## config.mk

```make
export PLATFORM = sky130hd
export DESIGN_NAME = gpu_spi_frontend_n
export DESIGN_NICKNAME = d
export VERILOG_FILES = /design/src/rtl/gpu_spi_frontend_n.sv
export SDC_FILE = /design/constraint.sdc
export NUM_CORES = 1
export LEC_CHECK = 0
export ABC_AREA = 1
export CORE_MARGIN = 3
export CORE_UTILIZATION = 56
export DETAILED_ROUTE_END_ITERATION = 12
export GPL_TIMING_DRIVEN = 1
export HOLD_SLACK_MARGIN = 0.12
export PLACE_DENSITY_LB_ADDON = 0.12
export SYNTH_ARGS = -nofsm -noshare
export SYNTH_HDL_FRONTEND = slang
export SYNTH_SLANG_ARGS = --single-unit
```

## constraint.sdc

```tcl
create_clock -name clk -period 8.5 [get_ports clk]
set_input_delay 1.7 -clock clk [delete_from_list [all_inputs] [get_ports clk]]
set_output_delay 1.7 -clock clk [all_outputs]
set_load 0.005 [all_outputs]
```

## src/rtl/gpu_spi_frontend_n.sv

```systemverilog
// SPI slave front end for the GPU rasteriser.
// Receives LSB-first command frames (8-bit command + packed polygon payload),
// keeps shadow polygon/background registers that commit to the active outputs
// on frame_sync (or continuously while the screen is off), and returns a
// status word on MISO for STATUS commands.
module gpu_spi_frontend_n #(
  parameter int          NUM_POLYS   = 4,
  parameter int          X_W         = 7,
  parameter int          Y_W         = 6,
  parameter int          COLOR_W     = 6,
  parameter int          DEPTH_W     = 3,
  parameter int          SYNC_STAGES = 2,
  parameter logic [7:0]  DEVICE_ID   = 8'hB6
) (
  input  logic                         clk,
  input  logic                         rst_n,
  input  logic                         sck_in,
  input  logic                         cs_in,
  input  logic                         mosi_in,
  output logic                         miso_out,
  output logic                         miso_oe,
  input  logic                         en_load,
  input  logic                         frame_sync,
  output logic [COLOR_W-1:0]           bg_color_out,
  output logic [NUM_POLYS*COLOR_W-1:0] poly_color_out,
  output logic [NUM_POLYS*X_W-1:0]     v0_x_out,
  output logic [NUM_POLYS*X_W-1:0]     v1_x_out,
  output logic [NUM_POLYS*X_W-1:0]     v2_x_out,
  output logic [NUM_POLYS*Y_W-1:0]     v0_y_out,
  output logic [NUM_POLYS*Y_W-1:0]     v1_y_out,
  output logic [NUM_POLYS*Y_W-1:0]     v2_y_out,
  output logic [NUM_POLYS*DEPTH_W-1:0] poly_depth_out,
  output logic [NUM_POLYS-1:0]         poly_enable_out,
  output logic                         en_screen_out,
  output logic                         cmd_error_out
);

  localparam int PAY_W      = COLOR_W + 3*X_W + 3*Y_W + DEPTH_W;
  localparam int FRAME_BITS = 8 + PAY_W;
  localparam int CNT_W      = $clog2(FRAME_BITS + 1);
  localparam int STAT_W     = 10 + NUM_POLYS;

  // Payload field offsets, in arrival order
  localparam int OFF_C   = 0;
  localparam int OFF_V0X = OFF_C   + COLOR_W;
  localparam int OFF_V1X = OFF_V0X + X_W;
  localparam int OFF_V2X = OFF_V1X + X_W;
  localparam int OFF_V0Y = OFF_V2X + X_W;
  localparam int OFF_V1Y = OFF_V0Y + Y_W;
  localparam int OFF_V2Y = OFF_V1Y + Y_W;
  localparam int OFF_D   = OFF_V2Y + Y_W;

  logic [SYNC_STAGES-1:0] sck_sync, cs_sync, mosi_sync;
  logic                   sck_s, cs_s, mosi_s, sck_d;
  logic                   rise, fall, accept;
  logic [CNT_W-1:0]       bit_cnt;
  logic [FRAME_BITS-1:0]  frame;
  logic                   decode;
  logic [7:0]             cmd_at_8th;
  logic [PAY_W-1:0]       status_sh;
  logic                   oe_r;

  logic [PAY_W-1:0]       shadow [NUM_POLYS];
  logic [PAY_W-1:0]       active [NUM_POLYS];
  logic [NUM_POLYS-1:0]   shadow_en, active_en;
  logic [COLOR_W-1:0]     shadow_bg, active_bg;
  logic                   en_screen, cmd_error;

  logic [7:0]             cmd;
  logic [PAY_W-1:0]       payload;
  logic                   idx_ok;
  logic                   dec_wr, dec_clr, dec_bg, dec_on, dec_off, dec_status, dec_err;

  assign sck_s  = sck_sync[SYNC_STAGES-1];
  assign cs_s   = cs_sync[SYNC_STAGES-1];
  assign mosi_s = mosi_sync[SYNC_STAGES-1];
  assign rise   = sck_s & ~sck_d;
  assign fall   = ~sck_s & sck_d;
  assign accept = rise & ~cs_s & (en_load | ~en_screen) & (bit_cnt < CNT_W'(FRAME_BITS));
  // The 8th bit has not landed in the frame yet when it is accepted
  assign cmd_at_8th = {mosi_s, frame[6:0]};

  assign cmd     = frame[7:0];
  assign payload = frame[FRAME_BITS-1:8];
  assign idx_ok  = ({28'd0, cmd[3:0]} < 32'(NUM_POLYS));

  // Bring the asynchronous SPI pins into the clk domain and keep sck history for edges
  always_ff @(posedge clk) begin
    if (!rst_n) begin
      sck_sync  <= '0;
      cs_sync   <= '0;
      mosi_sync <= '0;
      sck_d     <= 1'b0;
    end else begin
      sck_sync  <= {sck_sync[SYNC_STAGES-2:0], sck_in};
      cs_sync   <= {cs_sync[SYNC_STAGES-2:0], cs_in};
      mosi_sync <= {mosi_sync[SYNC_STAGES-2:0], mosi_in};
      sck_d     <= sck_s;
    end
  end

  // Frame capture, decode pulse generation and MISO status shifter
  always_ff @(posedge clk) begin
    if (!rst_n) begin
      bit_cnt   <= '0;
      frame     <= '0;
      decode    <= 1'b0;
      status_sh <= '0;
      oe_r      <= 1'b0;
    end else if (cs_s) begin
      bit_cnt   <= '0;
      frame     <= '0;
      decode    <= 1'b0;
      oe_r      <= 1'b0;
    end else begin
      decode <= accept && (bit_cnt == CNT_W'(FRAME_BITS - 1));
      if (accept) begin
        frame[bit_cnt] <= mosi_s;
        bit_cnt        <= bit_cnt + CNT_W'(1);
        if ((bit_cnt == CNT_W'(7)) && (cmd_at_8th == 8'h02)) begin
          oe_r      <= 1'b1;
          status_sh <= {{(PAY_W-STAT_W){1'b0}}, cmd_error, en_screen, active_en, DEVICE_ID};
        end
      end else if (fall && oe_r) begin
        status_sh <= {1'b0, status_sh[PAY_W-1:1]};
      end
    end
  end

  // Classify the completed frame into one register action or an error
  always_comb begin
    dec_wr     = 1'b0;
    dec_clr    = 1'b0;
    dec_bg     = 1'b0;
    dec_on     = 1'b0;
    dec_off    = 1'b0;
    dec_status = 1'b0;
    dec_err    = 1'b0;
    if (decode) begin
      case (cmd[7:4])
        4'h8: begin
          if (idx_ok) dec_wr = 1'b1;
          else        dec_err = 1'b1;
        end
        4'h4: begin
          if (idx_ok) dec_clr = 1'b1;
          else        dec_err = 1'b1;
        end
        4'h0: begin
          case (cmd[3:0])
            4'h1:    dec_bg = 1'b1;
            4'h2:    dec_status = 1'b1;
            default: dec_err = 1'b1;
          endcase
        end
        4'h2: begin
          case (cmd[3:0])
            4'h1:    dec_on = 1'b1;
            4'h0:    dec_off = 1'b1;
            default: dec_err = 1'b1;
          endcase
        end
        default: dec_err = 1'b1;
      endcase
    end else begin
      dec_err = 1'b0;
    end
  end

  // Shadow writes, shadow-to-active commit, screen enable and sticky error flag
  always_ff @(posedge clk) begin
    if (!rst_n) begin
      for (int i = 0; i < NUM_POLYS; i++) begin
        shadow[i] <= '0;
        active[i] <= '0;
      end
      shadow_en <= '0;
      active_en <= '0;
      shadow_bg <= '0;
      active_bg <= '0;
      en_screen <= 1'b0;
      cmd_error <= 1'b0;
    end else begin
      // Commit reads the shadow before this cycle's write lands
      if (frame_sync || !en_screen) begin
        for (int i = 0; i < NUM_POLYS; i++) begin
          active[i] <= shadow[i];
        end
        active_en <= shadow_en;
        active_bg <= shadow_bg;
      end
      for (int i = 0; i < NUM_POLYS; i++) begin
        if (dec_wr && (cmd[3:0] == 4'(i))) begin
          shadow[i]    <= payload;
          shadow_en[i] <= 1'b1;
        end else if (dec_clr && (cmd[3:0] == 4'(i))) begin
          shadow[i]    <= '0;
          shadow_en[i] <= 1'b0;
        end
      end
      if (dec_bg) shadow_bg <= payload[OFF_C +: COLOR_W];
      if (dec_on)       en_screen <= 1'b1;
      else if (dec_off) en_screen <= 1'b0;
      if (dec_err)         cmd_error <= 1'b1;
      else if (dec_status) cmd_error <= 1'b0;
    end
  end

  // Unpack the active slots onto the packed output buses
  for (genvar g = 0; g < NUM_POLYS; g++) begin : g_slot
    assign poly_color_out[g*COLOR_W +: COLOR_W] = active[g][OFF_C   +: COLOR_W];
    assign v0_x_out[g*X_W +: X_W]               = active[g][OFF_V0X +: X_W];
    assign v1_x_out[g*X_W +: X_W]               = active[g][OFF_V1X +: X_W];
    assign v2_x_out[g*X_W +: X_W]               = active[g][OFF_V2X +: X_W];
    assign v0_y_out[g*Y_W +: Y_W]               = active[g][OFF_V0Y +: Y_W];
    assign v1_y_out[g*Y_W +: Y_W]               = active[g][OFF_V1Y +: Y_W];
    assign v2_y_out[g*Y_W +: Y_W]               = active[g][OFF_V2Y +: Y_W];
    assign poly_depth_out[g*DEPTH_W +: DEPTH_W] = active[g][OFF_D   +: DEPTH_W];
  end

  assign poly_enable_out = active_en;
  assign bg_color_out    = active_bg;
  assign en_screen_out   = en_screen;
  assign cmd_error_out   = cmd_error;
  assign miso_oe         = oe_r;
  assign miso_out        = oe_r & status_sh[0];

endmodule

```

Word-level counts from Yosys, hierarchy flattened
Memory sizes are Yosys's and may differ from the RTL's. Index checks and enable logic that the tools add are counted.

Bits in writable memories: 384. Memories kept: 2. Register bits: 141. Input bits: 7. Output and inout port bits: 206.

Memory list: active (depth 4, bits a word 48, rd ports 4, clocked after memory_dff 0, wr ports 4, RTL line 64) `logic [PAY_W-1:0] active [NUM_POLYS];`; shadow (depth 4, bits a word 48, rd ports 4, clocked after memory_dff 0, wr ports 4, RTL line 63) `logic [PAY_W-1:0] shadow [NUM_POLYS];`.

Bitwise logic cells: 24. Add/subtract/negate cells: 1. Mux-type cells: 83. Equal/unequal tests: 10. Reductions and logical operators: 29. $lt $le $gt $ge: 4.

Operator list (count): $mux 48 (15); $mux 1 (65); $bwmux 56 (1); $reduce_bool 2->1 (7); $or 1x1->1 (13); $eq 4x2->1 const B (3); $logic_and 1x1->1 (12); $eq 8x2->1 const B (1); $logic_not 4->1 (2); $reduce_or 2->1 (4); $lt 6x7->1 const B (1); $add 6x1->6 const B (1); $and 1x1->1 (6); $demux 1 s6 (1); $eq 6x3->1 const B (1); $eq 6x6->1 const B (1); $ge 6x1->1 const B (1); $lt 6x6->1 const B (1); $not 1->1 (5); $eq 4x1->1 const B (1); $eq 4x3->1 const B (1); $eq 4x4->1 const B (1); $lt 4x3->1 const B (1); $pmux 1 s3 (1); 5 further kinds (5).

Longest topological paths before layout
Depth in word-level cells: 10. Mapped depth: 10. Depth with buffers taken out: 10.

Least setup slack after synthesis
No wires, ideal clock.

Path kind: in2reg. Start: in frame_sync. End: mem active[0][0] in the netlist's numbering, enable pin. Setup slack: 1732 ps. Data arrival time: 5199 ps. Stages on the path: 2. Path buffers: 0. Path through: nor2_1 -> nand2_1.

RTL lines: from (decl) (RTL line 23) `input logic frame_sync,`; to (decl) (RTL line 64).

==> reports/qor.yml <==
status:
  status: "finished clean"
synthesis:
  synth_area_um2: 18720
  yosysUniqueCellTypes: 26
  ys_seq_elements: 491
  ys_warn_count: 0
  yosysSeqAreaShare: 0.7303
  synth_area_per_cell_um2: 10.91
  synth_cells: 1716
  syn_nets: 1724
detailed_routing:
  vias_per_cell: 5.063
  antenna_left: 0
  drc: 0
  avgRoutedWirePerCell_um: 16.47
  vias: 12065
  drt-total-wl_mm: 39.25
  drtPass1Iterations: 5
  first_iter_violations: 1278
pwr:
  totalPowerFinal_mw: 4.927
  max-vdd-ir-drop_mv: 0.1761
  p_leak_nw: 8.925
  p_per_area_nw_per_um2: 217.2
clock_tree:
  htree_levels: 2
  clock_tree.root_cell: "clkbuf_16"
  cts_resized: 0
  clock_latency_ns: 0.55
  cts_tree: "yes"
  cts.path.max_buffers: 3
  cts_setup_buffers: 0
  hold_buffers: 0
  clock-sinks: 491
  clkTransAtPathRegs_ns: 0.06
  cts_buffers: 47
floorplan:
  initial_core_util: 0.5711
  die_area_um2: 35660
  die_h_um: 188.9
  coreArea_um2: 32780
  io_pins: 213
  core.rowCount: 66
  die_w_um: 188.9
grt:
  grt_max_degree: 182
  grt-ovfl-total: 0
  grt_pass1_wl_mm: 62.81
  grt_usage: 0.2221
  antenna_found_initial: 0
  grt_pass1_vias: 11854
hold_path:
  holdPathStages: 2
  hp-start: "mosi_sync[0]$_SDFF_PN0_"
  hold_end: "mosi_sync[1]$_SDFF_PN0_"
  min_path_type: "flip-flop to flip-flop"
final_layout:
  layout.nets: 1911
  drive_above_1_share: 0.05410
  area_delta_synth_final_pct: 21.18
  fillCellCount: 2422
  diodes: 0
  design_area_um2: 22690
  instances_no_fill: 2383
critical_path:
  cp_data_arrival_time_ns: 4.30
  worst-setup-path-type: "input port to flip-flop"
  rr_endpoint: "shadow[1][28]$_SDFFCE_PP0P_"
  r2r_start: "frame[5]$_SDFFE_PP0P_"
  crit_required_ns: 8.67
  regToRegSetupSlack_ns: 5.17
  startpoint_type: "input port"
  critPathCaptureType: "flip-flop"
  reg2regPathDepth: 5
  path_max_fanout: 50
placed_design:
  gp_congestion: 0.8140
  io_buffers: 212
  hpwl_mm: 24.15
  dp.cells: 2296
  placed_cell_area_um2: 21160
sta:
  finalClockSkew_ns: 0.01609
  period_needed_ns: 4.133
  whs_ns: 0.4112
  worst_pin_slew_ns: 1.197
  fin_crit_sh: 0.4862
  rsz0062_at_grt: "no"
  finalMaxSlewViolations: 0
  timing.fmax_mhz: 242.0
  hold_viol: 0
  setup_viol: 0
  slew_headroom: 0.1990
  fin_tns_setup_ns: 0
run:
  drv_cap: 0
## cells in the mapped netlist
cell type  number  area share
a21oi_1        44       0.012
buf_1           1     0.00020
buf_2          18      0.0048
buf_4           1     0.00040
buf_6           5      0.0030
clkbuf_1       58       0.012
dfxtp_1       107        0.11
edfxtp_1      384        0.62
ha_1            1     0.00067
inv_1         322       0.065
inv_2           4     0.00080
nand2_1       122       0.024
nand2_2         3      0.0010
nand3_1        49       0.013
nand3_2         2      0.0011
nand3_4         1     0.00094
nand4_1        14      0.0047
nor2_1        457       0.092
nor2_2          5      0.0017
nor2_4          1     0.00060
nor3_1         35      0.0094
nor3_2          3      0.0016
nor4_2          1     0.00067
o21ai_0        64       0.017
o21ai_1        10      0.0027
o22ai_1         4      0.0013
## layout make-up
class                   instances  area (µm²)  share of cell area
clock buffers                  61        1270             0.05598
clock inverters                26       255.2             0.01125
repair buffers                221        2197             0.09684
well taps                     442       553.0             0.02438
flip-flops and latches        491       13670              0.6027
multi-input cells             816        3515              0.1549
inverters                     326        1224             0.05393
## sequential cells by signal, indices dropped and copies added (netlist names), 2 cells and up
| register | flops |
|---|---|
| poly_enable_out | 4 |
| cs_sync | 2 |
| shadow_bg | 6 |
| shadow_en | 4 |
| frame | 56 |
| shadow | 192 |
| bit_cnt | 6 |
| bg_color_out | 6 |
| status_sh | 14 |
| mosi_sync | 2 |
| active | 192 |
| sck_sync | 2 |
## critical path, stage by stage
cell     delay [ns]
buf_2          0.08
buf_4          0.43
nand3_2        1.02
nand3_4        1.01
## per-stage QoR
step                setup slack (ns)    util
floorplan                      1.732       -
global placement               3.865  0.6455
detailed placement             3.735  0.6455
CTS                            4.359  0.6920
global route                   4.133  0.6920
finish                         4.367  0.6920
## worst max path at each step
| stage | start | to | depth (start not counted) |
|---|---|---|---|
| after CTS | rst_n | shadow[1][30]$_SDFFCE_PP0P_ | 4 |
| after global placement | rst_n | shadow[1][22]$_SDFFCE_PP0P_ | 4 |
| after floorplan | frame_sync | active[0][0]$_SDFFCE_PN0P_ | 2 |
| final | rst_n | shadow[1][28]$_SDFFCE_PP0P_ | 4 |
| after global routing | rst_n | shadow[1][29]$_SDFFCE_PP0P_ | 4 |
| after detailed placement | rst_n | shadow[1][20]$_SDFFCE_PP0P_ | 4 |
## layer usage
layer  track usage  share of wire  up-vias
met5             0              0        -
met4       0.07648          0.030        0
met3       0.03814          0.063       91
met2        0.3738           0.49      402
met1        0.2962           0.42     5754
li1              -              -     5818
## layout by cell type, fill, tap and decap left out, types with 9 or more instances in the layout
| cell | count |
|---|---|
| nor2_1 | 456 |
| edfxtp_1 | 384 |
| inv_1 | 322 |
| clkdlybuf4s50_1 | 211 |
| nand2_1 | 119 |
| dfxtp_1 | 106 |
| o21ai_0 | 64 |
| clkbuf_16 | 48 |
| nand3_1 | 44 |
| a21oi_1 | 44 |
| nor3_1 | 35 |
| nand4_1 | 14 |
| clkinv_1 | 12 |
| clkbuf_1 | 11 |
| o21ai_1 | 9 |
## cell families (layout without fill, tap and decap cells)
kind of cell	count (synthesis)	after routing	synth area share
AND/OR/NAND/NOR	693	693	0.1508
flip-flops	491	491	0.7303
buffers and inverters	409	634	0.08540
AO/OA/AOI/OAI	122	122	0.03288
adder cells (fa/ha/maj)	1	1	0.0006682
## power by group
part | switching (mW) | internal (mW)
registers | 0.0313 | 2.66
clock network | 0.843 | 1.20
logic | 0.0997 | 0.0874
Note: power is estimated with default switching activity, not from simulation.
